**config.mk**
```make
export PLATFORM = sky130hd
export DESIGN_NAME = mem_sequencer
export DESIGN_NICKNAME = d
export VERILOG_FILES = /design/src/rtl/mem_sequencer_pkg.sv /design/src/rtl/mem_sequencer_wait_timer.sv /design/src/rtl/mem_sequencer.sv
export SDC_FILE = /design/constraint.sdc
export NUM_CORES = 1
export LEC_CHECK = 0
export ABC_AREA = 0
export CAP_MARGIN = 5
export CORE_ASPECT_RATIO = 0.7
export CORE_UTILIZATION = 40
export DETAILED_ROUTE_END_ITERATION = 10
export PLACE_DENSITY = 0.84
export REMOVE_ABC_BUFFERS = 1
export SLEW_MARGIN = 20
export SYNTH_ARGS = -nofsm -noshare
export SYNTH_HDL_FRONTEND = slang
export SYNTH_HIERARCHICAL = 1
export SYNTH_SLANG_ARGS = --single-unit
export TNS_END_PERCENT = 30
```
**constraint.sdc**
```tcl
create_clock -name clk -period 6.7 [get_ports clk]
set_input_delay 2.01 -clock clk [delete_from_list [all_inputs] [get_ports clk]]
set_output_delay 2.01 -clock clk [all_outputs]
set_load 0.05 [all_outputs]
```
**src/rtl/mem_sequencer_pkg.sv**
```systemverilog
`default_nettype none
// ============================================================================
// Module      : mem_sequencer_pkg
// Description : Shared definitions for the memory sequencer: FSM state
//               encoding, word width, wait-counter width and the default
//               transaction timeout.
// Revision    : 1.0 - initial release
// ============================================================================
package mem_sequencer_pkg;

    localparam int c_WORD_W          = 32;
    localparam int c_WAIT_W          = 8;
    localparam int c_TIMEOUT_DEFAULT = 255;

    typedef enum logic [2:0] {
        ST_IDLE   = 3'd0,
        ST_IFETCH = 3'd1,
        ST_EXEC   = 3'd2,
        ST_DATA   = 3'd3,
        ST_COMMIT = 3'd4,
        ST_HALT   = 3'd5
    } state_t;

    // States in which the shared memory port carries a request.
    function automatic logic is_req_state(input state_t s);
        return (s == ST_IFETCH) || (s == ST_DATA);
    endfunction

endpackage : mem_sequencer_pkg
`default_nettype wire

```
**src/rtl/mem_sequencer_wait_timer.sv**
```systemverilog
`default_nettype none
// ============================================================================
// Module      : wait_timer
// Description : 8-bit wait-cycle counter for one memory transaction.
//               clear   - forces the count to zero (outside request states)
//               count   - one non-acknowledged request cycle has elapsed
//               expired - the current cycle is the TIMEOUT-th wait cycle, so a
//                         missing ack in this cycle ends the transaction
// Ports       : clk, reset (sync, active-low), clear, count, expired
// Revision    : 1.0 - initial release
// ============================================================================
module wait_timer
    import mem_sequencer_pkg::*;
#(
    parameter int unsigned TIMEOUT = c_TIMEOUT_DEFAULT
) (
    input  logic clk,
    input  logic reset,
    input  logic clear,
    input  logic count,
    output logic expired
);

    // The count holds the number of wait cycles already spent, so the
    // TIMEOUT-th cycle is the one that starts with the count at TIMEOUT-1.
    localparam logic [c_WAIT_W-1:0] c_LAST = c_WAIT_W'(TIMEOUT - 1);

    logic [c_WAIT_W-1:0] r_cnt;

    always_ff @(posedge clk) begin
        if (!reset) begin
            r_cnt <= '0;
        end else if (clear) begin
            r_cnt <= '0;
        end else if (count && !expired) begin
            r_cnt <= r_cnt + 8'd1;
        end
    end

    assign expired = (r_cnt == c_LAST);

endmodule : wait_timer
`default_nettype wire

```
**src/rtl/mem_sequencer.sv**
```systemverilog
`default_nettype none
// ============================================================================
// Module      : mem_sequencer
// Description : Multi-cycle instruction sequencer sharing one memory port
//               between instruction fetch and load/store. Latches the fetched
//               instruction and load data, produces a one-cycle commit strobe,
//               counts retired instructions and stops on halt or bus timeout.
// Ports       : clk, reset (sync, active-low)
//               pc, dmem_addr, dmem_wdata, dmem_rd, dmem_wr, halt_req  - core
//               mem_req, mem_we, mem_addr, mem_wdata, mem_rdata, mem_ack - bus
//               instruction, data_rdata, commit, halted, bus_err, instret
// Revision    : 1.0 - initial release
// ============================================================================
module mem_sequencer
    import mem_sequencer_pkg::*;
#(
    parameter int unsigned TIMEOUT = c_TIMEOUT_DEFAULT
) (
    input  logic                clk,
    input  logic                reset,
    input  logic [c_WORD_W-1:0] pc,
    input  logic [c_WORD_W-1:0] dmem_addr,
    input  logic [c_WORD_W-1:0] dmem_wdata,
    input  logic                dmem_rd,
    input  logic                dmem_wr,
    input  logic                halt_req,
    output logic                mem_req,
    output logic                mem_we,
    output logic [c_WORD_W-1:0] mem_addr,
    output logic [c_WORD_W-1:0] mem_wdata,
    input  logic [c_WORD_W-1:0] mem_rdata,
    input  logic                mem_ack,
    output logic [c_WORD_W-1:0] instruction,
    output logic [c_WORD_W-1:0] data_rdata,
    output logic                commit,
    output logic                halted,
    output logic                bus_err,
    output logic [c_WORD_W-1:0] instret
);

    state_t              r_state;
    state_t              w_next;
    logic [c_WORD_W-1:0] r_instr;
    logic [c_WORD_W-1:0] r_drdata;
    logic [c_WORD_W-1:0] r_instret;
    logic                r_bus_err;

    logic w_in_req;
    logic w_ack;
    logic w_expired;
    logic w_timeout;

    assign w_in_req  = is_req_state(r_state);
    // An ack only counts while a request is actually on the bus.
    assign w_ack     = w_in_req & reset & mem_ack;
    // Ack in the expiring cycle wins over the timeout.
    assign w_timeout = w_in_req & ~mem_ack & w_expired;

    wait_timer #(
        .TIMEOUT (TIMEOUT)
    ) u_wait_timer (
        .clk     (clk),
        .reset   (reset),
        .clear   (~w_in_req),
        .count   (w_in_req & ~mem_ack),
        .expired (w_expired)
    );

    // ------------------------------------------------------------------
    // State register
    // ------------------------------------------------------------------
    always_ff @(posedge clk) begin
        if (!reset) begin
            r_state <= ST_IDLE;
        end else begin
            r_state <= w_next;
        end
    end

    // ------------------------------------------------------------------
    // Next state and bus/commit outputs. Request and commit are gated by
    // reset so an in-flight transfer is dropped in the reset cycle itself.
    // ------------------------------------------------------------------
    always_comb begin
        w_next    = r_state;
        mem_req   = 1'b0;
        mem_we    = 1'b0;
        mem_addr  = '0;
        mem_wdata = '0;
        commit    = 1'b0;

        case (r_state)
            ST_IDLE: begin
                w_next = ST_IFETCH;
            end
            ST_IFETCH: begin
                mem_req  = reset;
                mem_addr = pc;
                if (w_ack) begin
                    w_next = ST_EXEC;
                end else if (w_timeout) begin
                    w_next = ST_HALT;
                end
            end
            ST_EXEC: begin
                if (halt_req) begin
                    w_next = ST_HALT;
                end else if (dmem_rd || dmem_wr) begin
                    w_next = ST_DATA;
                end else begin
                    w_next = ST_COMMIT;
                end
            end
            ST_DATA: begin
                mem_req   = reset;
                mem_we    = reset & dmem_wr;
                mem_addr  = dmem_addr;
                mem_wdata = dmem_wdata;
                if (w_ack) begin
                    w_next = ST_COMMIT;
                end else if (w_timeout) begin
                    w_next = ST_HALT;
                end
            end
            ST_COMMIT: begin
                commit = reset;
                w_next = ST_IFETCH;
            end
            ST_HALT: begin
                w_next = ST_HALT;
            end
            default: begin
                w_next = ST_IDLE;
            end
        endcase
    end

    // ------------------------------------------------------------------
    // Latched instruction/load data, retire counter and sticky bus error
    // ------------------------------------------------------------------
    always_ff @(posedge clk) begin
        if (!reset) begin
            r_instr   <= '0;
            r_drdata  <= '0;
            r_instret <= '0;
            r_bus_err <= 1'b0;
        end else begin
            if ((r_state == ST_IFETCH) && w_ack) begin
                r_instr <= mem_rdata;
            end
            // dmem_wr wins over dmem_rd, so only pure loads update the data.
            if ((r_state == ST_DATA) && w_ack && !dmem_wr) begin
                r_drdata <= mem_rdata;
            end
            if (r_state == ST_COMMIT) begin
                r_instret <= r_instret + 32'd1;
            end
            if (w_timeout) begin
                r_bus_err <= 1'b1;
            end
        end
    end

    assign instruction = r_instr;
    assign data_rdata  = r_drdata;
    assign instret     = r_instret;
    assign bus_err     = r_bus_err;
    assign halted      = (r_state == ST_HALT);

endmodule : mem_sequencer
`default_nettype wire

```
==> results.toml <==
[cts]
cts_buffers = 9
cts_buffer_depth = 2
htreeDepth = 3
clkTransAtPathRegs_ps = 70
cts.repair.resized = 0
insertion_delay_ps = 340
cts_setup_buffers = 0
cts_hold_buf = 0
clkSinkCount = 108
ctsRootBufferMaster = "clkbuf_16"
cts_tree = "yes"

[sta]
setup_tns_ps = 0
rsz0062_at_grt = "false"
tightest_slew_ps = 893
hold_viol = 0
drv_slew = 0
min_period_ps = 5710
period_share_pct = 85.2
relSlewSlack_pct = 40.5
setup_viol = 0
max_freq_mhz = 175
fin_skew_ps = 7.06

[pwr]
p_total_mw = 1.49
ir_worst_vdd_mv = 0.202
switching_share_pct = 28.9
internal_power_mw = 1.06
seqPwrFrac_pct = 44.9
pwr_density_cell_nw_per_um2 = 176
clkPwrFrac_pct = 33.4
power.leakage_nw = 2.96
combPwrFrac_pct = 21.7
p_sw_mw = 0.430

[logic_synthesis]
synth_top_area_cell = "dfxtp_1"
syn_area_per_cell_um2 = 7.82
synthTopCellsByArea = "dfxtp_1 42%, nand2_1 11%, a21oi_1 9.1%"
synth-seq-cells = 108
ys_types = 43
synth_ff_type = "dfxtp_1"
synth_top_area_share_pct = 42.1
synthArstFlopShare_pct = 0
syn-instance-count = 657
ys_seq_area_share_pct = 42.1
yosys_warnings = 6
syn_area_um2 = 5140
synth-edff-count = 0
synth_common_cells = "148 x nand2_1, 108 x dfxtp_1, 93 x a21oi_1"
synth_most_common_cell = "nand2_1"

[place]
hpwl_um = 13400
place.gp.congestion = 0.836
port_buffers = 298

[cells_and_area]
multi_input_area_um2 = 2760
num-nets-final = 1059
regArea_um2 = 2170
area_growth_pct = 64.5
drive_above_1_share_pct = 3.99
antenna_cells = 0
fillers = 1033
postLayoutCoreUtil_pct = 67.8

[critical_path]
crit_type = "input pin to output port"
startpoint_type = "input pin"
critPathRequiredTime_ps = 4690
timing.rr.start = "r_state[1]"
critPathArrivalTime_ps = 3700
crit_path_end_kind = "output port"
crit_fanout = 11
crit_start = "reset"

[detailed_routing]
wl_per_cell_um = 16.3
drtIter0Drc = 266
avgViaCountPerCell = 5.24
drc = 0
drt_pre_antenna_iters = 5
final_antenna_net_count = 0
via_count = 5707
routed_wl_um = 17700

[run_status]
status = "finished clean"

[global_routing]
grt_pass1_wl_um = 27600
grt_start_max_net_pins = 77
grt_pass1_vias = 5136
grt-ovfl-total = 0
antenna_found_initial = 0
grt_use_total_pct = 26.5

[die]
die_height_um = 96.8
num_io_pins = 299
core.rowCount = 34
die_w_um = 137
core_area_um2 = 12500
dieArea_um2 = 13300
start_util_pct = 41.2

[hold_path]
hp-class = "flop to flop"
hold_start = "instruction[20]"

[flow_run]
drv_cap = 0
==> per-stage QoR <==
step	worst slack [ps]	area [um^2]	hold slack (ps)	cells
floorplan	1430	4940	466	608
global placement	1020	8180	441	1073
detailed placement	985	8180	445	1073
CTS	980	8450	455	1089
global route	890	8450	470	1089
finish	991	8450	454	1089
==> routing by layer <==
metal	share of wire (%)	vias to the layer above	track usage, %
li1	-	2809	-
met1	40	2644	31.6
met2	49	224	44.6
met3	8.5	30	8.23
met4	2.5	0	8.88
met5	0	-	0
==> registers in the layout (all words and copies together), names as in the netlist <==
name	count
data_rdata	32
instret	32
instruction	32
u_wait_timer/r_cnt	8
r_state	3
bus_err	1
==> logic make-up after synthesis <==
family                     Yosys count  synth area share, %
AOI/OAI and AO/OA                  126                 13.5
xor gates and xnor gates             8                 1.36
adders and majority gates            3                0.731
buffers and inverters               58                 4.51
DFF                                108                 42.1
muxes                               37                 7.21
and+or+nand+nor                    317                 30.6
==> cells in the final DEF, fill, tap and decap left out, types with 3 or more instances in the layout <==
master           count
a21oi_1             93
and4_1               6
inv_1                7
ha_1                 3
xor2_1               4
nand2b_1             4
clkbuf_1             3
nand2_1            148
buf_4                6
o31ai_1             18
nor3_1               3
or4_1               18
a31oi_1              4
o21ai_0              8
nand3_1             13
xnor2_1              4
and2_1               3
nor2b_1              3
or3_1                4
and3_1              39
clkbuf_16            9
nor2_1              47
mux2i_1             37
dfxtp_1            107
clkdlybuf4s50_1    297
nand4_1              9
==> layout make-up <==
| type | count | area share [%] |
|---|---|---|
| multi-input combinational | 491 | 32.7 |
| tap | 162 | 2.40 |
| clock buffer | 13 | 2.96 |
| inverter | 9 | 0.400 |
| sequential | 108 | 25.6 |
| clock inverter | 3 | 0.266 |
| timing repair buffer | 303 | 35.7 |
==> critical path: stages <==
cell and delay [ps]:
clkdlybuf4s50_1 690, nand2_1 90, nor2_1 100, clkdlybuf4s50_1 810
==> power groups by stage <==
stage	clock [mW]	sequential, mW	combinational [mW]
after global placement	0	0.682	0.322
after floorplan	0	0.704	0.140
after global routing	0.536	0.670	0.340
final	0.497	0.668	0.323
after detailed placement	0	0.682	0.324
after CTS	0.506	0.668	0.325
==> worst paths after layout <==
kind / to / slack (ps) / cells past startpoint
min: instruction[20] / 450 / 2
max: mem_we / 990 / 4
min reg2reg: instruction[20] / 450 / 2
max reg2reg: instret[18] / 3980 / 4
No activity file was read; power rests on OpenSTA's default activity.
